<file path="src/rtl/regfile_param.sv">
// regfile_param: parametrised register file with registered, write-first read
// ports, a per-register busy scoreboard, and a valid/ready dump sequencer.
// Ports:
//   clock, reset          - single clock, synchronous active-high reset
//   WE, WrReg, InData     - write port (out-of-range or hardwired-zero writes dropped)
//   ReadA/ReadB -> OutA/OutB, BusyA/BusyB  - registered read data and busy bits
//   MarkBusy, MarkReg     - set a scoreboard busy bit
//   DumpStart, DumpReady  - dump request and consumer handshake
//   DumpValid, DumpIdx, DumpData, DumpDone - dump stream and completion pulse
module regfile_param #(
    parameter int unsigned WIDTH    = 8,
    parameter int unsigned NREGS    = 4,
    parameter int unsigned ZERO_REG = 0,
    localparam int unsigned ADDR_W  = ($clog2(NREGS) < 1) ? 1 : $clog2(NREGS)
) (
    input  logic              clock,
    input  logic              reset,
    input  logic              WE,
    input  logic [ADDR_W-1:0] WrReg,
    input  logic [WIDTH-1:0]  InData,
    input  logic [ADDR_W-1:0] ReadA,
    input  logic [ADDR_W-1:0] ReadB,
    output logic [WIDTH-1:0]  OutA,
    output logic [WIDTH-1:0]  OutB,
    input  logic              MarkBusy,
    input  logic [ADDR_W-1:0] MarkReg,
    output logic              BusyA,
    output logic              BusyB,
    input  logic              DumpStart,
    input  logic              DumpReady,
    output logic              DumpValid,
    output logic [ADDR_W-1:0] DumpIdx,
    output logic [WIDTH-1:0]  DumpData,
    output logic              DumpDone
);

    localparam logic [1:0] IDLE = 2'd0;
    localparam logic [1:0] RUN  = 2'd1;
    localparam logic [1:0] DONE = 2'd2;

    logic [WIDTH-1:0]  regs     [NREGS];
    logic [WIDTH-1:0]  regsNext [NREGS];
    logic [NREGS-1:0]  wrHit;
    logic [NREGS-1:0]  busy;
    logic [NREGS-1:0]  busyNext;
    logic [WIDTH-1:0]  rdA;
    logic [WIDTH-1:0]  rdB;
    logic [WIDTH-1:0]  rdInc;
    logic              bzA;
    logic              bzB;
    logic [ADDR_W-1:0] idxInc;

    logic [1:0]        state;
    logic [1:0]        stateNext;
    logic              dumpValidNext;
    logic              dumpDoneNext;
    logic [ADDR_W-1:0] dumpIdxNext;
    logic [WIDTH-1:0]  dumpDataNext;

    assign idxInc = DumpIdx + ADDR_W'(1);

    // Write decode and scoreboard update; the mark loop runs last so mark wins.
    // Addresses with no matching entry (out of range) simply never hit.
    always_comb begin
        wrHit    = '0;
        busyNext = busy;
        for (int i = 0; i < NREGS; i++) begin
            if (!(ZERO_REG != 0 && i == 0) && WE && WrReg == ADDR_W'(i)) begin
                wrHit[i]    = 1'b1;
                busyNext[i] = 1'b0;
            end
        end
        for (int i = 0; i < NREGS; i++) begin
            if (!(ZERO_REG != 0 && i == 0) && MarkBusy && MarkReg == ADDR_W'(i)) begin
                busyNext[i] = 1'b1;
            end
        end
    end

    // Post-write view of the array; gives the write-first bypass for every reader.
    always_comb begin
        for (int i = 0; i < NREGS; i++) begin
            regsNext[i] = wrHit[i] ? InData : regs[i];
        end
    end

    // Read muxes; out-of-range addresses fall through to 0.
    always_comb begin
        rdA   = '0;
        rdB   = '0;
        rdInc = '0;
        bzA   = 1'b0;
        bzB   = 1'b0;
        for (int i = 0; i < NREGS; i++) begin
            if (ReadA == ADDR_W'(i)) begin
                rdA = regsNext[i];
                bzA = busyNext[i];
            end
            if (ReadB == ADDR_W'(i)) begin
                rdB = regsNext[i];
                bzB = busyNext[i];
            end
            if (idxInc == ADDR_W'(i)) begin
                rdInc = regsNext[i];
            end
        end
    end

    // Dump sequencer next-state and next-output logic.
    always_comb begin
        stateNext     = state;
        dumpValidNext = DumpValid;
        dumpIdxNext   = DumpIdx;
        dumpDataNext  = DumpData;
        dumpDoneNext  = 1'b0;
        case (state)
            IDLE: begin
                if (DumpStart) begin
                    stateNext     = RUN;
                    dumpValidNext = 1'b1;
                    dumpIdxNext   = '0;
                    dumpDataNext  = regsNext[0];
                end
            end
            RUN: begin
                if (DumpValid && DumpReady) begin
                    if (DumpIdx == ADDR_W'(NREGS - 1)) begin
                        stateNext     = DONE;
                        dumpValidNext = 1'b0;
                        dumpDoneNext  = 1'b1;
                    end else begin
                        dumpIdxNext  = idxInc;
                        dumpDataNext = rdInc;
                    end
                end
            end
            DONE: begin
                stateNext = IDLE;
            end
            default: begin
                stateNext = IDLE;
            end
        endcase
    end

    // Dump state register.
    always_ff @(posedge clock) begin
        if (reset) begin
            state <= IDLE;
        end else begin
            state <= stateNext;
        end
    end

    // Register array, scoreboard and all registered outputs.
    always_ff @(posedge clock) begin
        if (reset) begin
            for (int i = 0; i < NREGS; i++) begin
                regs[i] <= '0;
            end
            busy      <= '0;
            OutA      <= '0;
            OutB      <= '0;
            BusyA     <= 1'b0;
            BusyB     <= 1'b0;
            DumpValid <= 1'b0;
            DumpIdx   <= '0;
            DumpData  <= '0;
            DumpDone  <= 1'b0;
        end else begin
            for (int i = 0; i < NREGS; i++) begin
                if (wrHit[i]) begin
                    regs[i] <= InData;
                end
            end
            busy      <= busyNext;
            OutA      <= rdA;
            OutB      <= rdB;
            BusyA     <= bzA;
            BusyB     <= bzB;
            DumpValid <= dumpValidNext;
            DumpIdx   <= dumpIdxNext;
            DumpData  <= dumpDataNext;
            DumpDone  <= dumpDoneNext;
        end
    end

endmodule

</file>
<file path="config.mk">
export PLATFORM = sky130hd
export DESIGN_NAME = regfile_param
export DESIGN_NICKNAME = d
export VERILOG_FILES = /design/src/rtl/regfile_param.sv
export SDC_FILE = /design/constraint.sdc
export NUM_CORES = 1
export LEC_CHECK = 0
export CAP_MARGIN = 20
export CORE_MARGIN = 3
export CORE_UTILIZATION = 57
export CTS_BUF_LIST = sky130_fd_sc_hd__clkbuf_4 sky130_fd_sc_hd__clkbuf_8 sky130_fd_sc_hd__clkbuf_16
export DETAILED_ROUTE_END_ITERATION = 6
export PLACE_DENSITY = 0.77
export SYNTH_ARGS = -nofsm -noshare
export SYNTH_HDL_FRONTEND = slang
export SYNTH_SLANG_ARGS = --single-unit
</file>
<file path="constraint.sdc">
create_clock -name clock -period 2.4 [get_ports clock]
set_input_delay 0.48 -clock clock [delete_from_list [all_inputs] [get_ports clock]]
set_output_delay 0.48 -clock clock [all_outputs]
set_load 0.005 [all_outputs]
</file>
==> summary.md <==
| Metric | Value |
|---|---|
| Status | complete, no violations |
| PwrDens | between 500 and 600 nW/um^2 |
| Cts hold-fix bufs | 0 |
| GRT Util Overall | a little under a third |
| Syn Nets | 559 |
| FMAX | between 0.4 and 0.5 GHz |
| Post_cts resized | 0 |
| Worst VDD drop | 0.360 mV |
| Vias in the first global route | approximately 4500 |
| Worst-Margin Slew | about 0.76 ns |
| Post-Syn Instances | 532 |
| Row count | 32 |
| Dominant synthesized flop cell | dfxtp_1 |
| Postcts setup bufs | 0 |
| WL final | 14.2 mm |
| Post-Route Setup TNS | 0 ns |
| I/O pin count | 52 |
| Initial DRC count | 423 |
| Htree depth | 3 |
| Total die area | about 9300 um^2 |
| Die W | 96.4 um |
| Period Utilization, post-route | 92.2% |
| Crit path launch type | flop |
| Diode count | 0 |
| Cell variety after synth | 60 |
| GRT Residual Overflow | 0 |
| Hold WC Path Type | reg -> reg |
| Asr flop ratio synth | 0% |
| Register area share after synthesis | 36.1% |
| CP max FO | 19 |
| Worst-path clk slew | 0.09 ns |
| Setup CP Type | reg -> reg |
| Avg WL per Cell | 19.8 um |
| Vias | 4711 |
| Vert. Die Dim | 96.4 um |
| Input/output buffers | 51 |
| Worst EP arrival | 2.45 ns |
| Pre-antenna DRT Iters | 6 |
| Leak | 2.39 nW |
| Slew HR | 48.9% |
| Largest net degree at the start of global routing | 29 |
| Core ar. | 7810 um^2 |
| Area Overhead vs Synth | 25.9% |
| Vias per cell | about 6.6 |
| FF+latch count, synth | 68 |
| Share of layout cells above drive strength 1 | 18.2% |
| Synth Area per Inst | 8.75 um^2 |
| Mapped cell area | 4650 um^2 |
| DRC viols | 0 |
| Final net count | around 640 |
| Ys Warns | 0 |
| Total power draw | 3.41 mW |
| Number of enable flip-flop cells after synthesis | 32 |
| Clock sink count | 68 |
| Post-layout util | 75.0% |
| Initial Util | 59.6% |
| Req. time, crit path | between 2 and 3 ns |
| Worst-Skew Late Latency | 0.36 ns |
| Fin. max-slew vios | 0 |
| Cts bufs inserted | 9 |
| CTS root buffer | clkbuf_8 |
| # setup viols final | 0 |
| RSZ-0062 raised after global routing | false |
| Max-capacitance violation count | 0 |
| CP Capture Type | flop |
| Initial antenna violation count | 0 |
| First-pass GRT wire length | roughly 22 mm |
| TritonCTS clock tree | done |
| Post-DP HPWL | 10.5 mm |
| Clock buffer depth | 2 |
| Min Tclk post-route | 2.21 ns |
| Antenna Violating Nets Remaining | 0 |
| RePlAce Congestion | between 0.9 and 1 |
| Final Hold Fails | 0 |
| Worst Skew | around 0.011 ns |
registers in the layout, indices dropped and copies added (netlist names), 2 cells and up:
register / count
OutA: 8
busy: 4
DumpData: 8
OutB: 8
state: 2
DumpIdx: 2
regs: 32
metrics by stage:
step / std cells / instance area (um^2) / setup slack, ns / hold WS (ns)
CTS: 718 / 5860 / 0.233 / 0.507
global route: 718 / 5860 / 0.0178 / 0.527
global placement: 702 / 5590 / -0.0921 / 0.472
finish: 718 / 5860 / 0.187 / 0.507
detailed placement: 702 / 5590 / -0.0888 / 0.483
floorplan: 532 / 4650 / 0.471 / 0.451
final timing paths:
path	from	end	slack [ns]	cells after the start
worst max-delay path	DumpIdx[0]$_SDFFE_PP0P_	DumpData[4]$_SDFFE_PP0P_	0.19	7
worst min-delay path	DumpData[3]$_SDFFE_PP0P_	DumpData[3]$_SDFFE_PP0P_	0.51	1
worst max register to register	DumpIdx[0]$_SDFFE_PP0P_	DumpData[4]$_SDFFE_PP0P_	0.19	7
worst min register to register	DumpData[3]$_SDFFE_PP0P_	DumpData[3]$_SDFFE_PP0P_	0.51	1
worst max-delay path, stage by stage, from the launching register on:
cell       delay [ns]
dfxtp_1          0.38
inv_1            0.12
ha_1             0.51
or2_2            0.22
nor2_1           0.08
a2111oi_0        0.50
buf_4            0.20
o211ai_1         0.09
synth_stat cells, drive strengths merged, types with 4 or more instances:
master,count,area [um^2]
a2111oi,6,52.6
a211oi,6,45.0
a21o,5,37.5
a21oi,35,175
a221oi,11,96.3
a22o,4,35.0
a31o,4,35.0
a32o,4,40.0
and3,7,43.8
and3b,10,87.6
buf,14,85.1
clkbuf,38,143
dfxtp,36,721
edfxtp,32,961
ha,5,62.6
inv,15,56.3
mux2,13,150
mux2i,30,338
nand2,54,203
nand2b,10,62.6
nand3b,13,97.6
nand4,4,25.0
nor2,61,229
nor2b,8,50.1
nor3,7,35.0
o2111ai,4,35.0
o211ai,6,45.0
o21a,5,37.5
o21ai,20,100
o221ai,8,82.6
o22a,5,43.8
o22ai,5,31.3
o2bb2ai,4,35.0
o31ai,7,52.6
placed cells by master (no fill, tap or decap), drive strengths merged, types with 7 or more instances in the layout:
master and instances:
nor2b 8, nand2 54, a21oi 35, clkdlybuf4s50 51, clkbuf 11, nor3 7
o221ai 8, buf 69, inv 15, and3 7, o21ai 20, edfxtp 32
nand3b 13, mux2i 30, o31ai 7, and3b 10, mux2 13, nand2b 10
a221oi 11, dfxtp 36, nor2 61
where the power goes:
| group | internal, mW | leakage, nW | switching [mW] |
|---|---|---|---|
| clock network | 0.769 | 0.132 | 0.493 |
| registers | 1.31 | 0.612 | 0.0857 |
| logic | 0.385 | 1.64 | 0.369 |
metal layers:
metal | share of wire [%] | GRT usage, % | wire (um) | vias up
met5 | 0 | 0 | 0 | -
met1 | 40 | 42.5 | 5630 | 2219
met2 | 46 | 50.8 | 6580 | 295
met3 | 10 | 5.24 | 1490 | 58
li1 | - | - | - | 2139
met4 | 3.9 | 14.8 | 549 | 0
final cells by class:
class	count	area [um^2]
clock buffers	11	156
clock inverters	5	108
fillers	607	1950
inverters	16	60.1
multi-input cells	396	2680
flip-flops and latches	68	1680
well taps	102	128
repair buffers	120	1040
logic make-up (layout without fill, tap and decap cells):
group | Yosys count | count (layout) | share of synthesized area [%]
buf+inv | 68 | 152 | 6.18
simple gates | 193 | 193 | 21.2
mux | 45 | 45 | 11.5
flops | 68 | 68 | 36.1
compound gates | 153 | 153 | 23.7
fa+ha+maj | 5 | 5 | 1.34
Note: power is estimated with default switching activity, not from simulation.
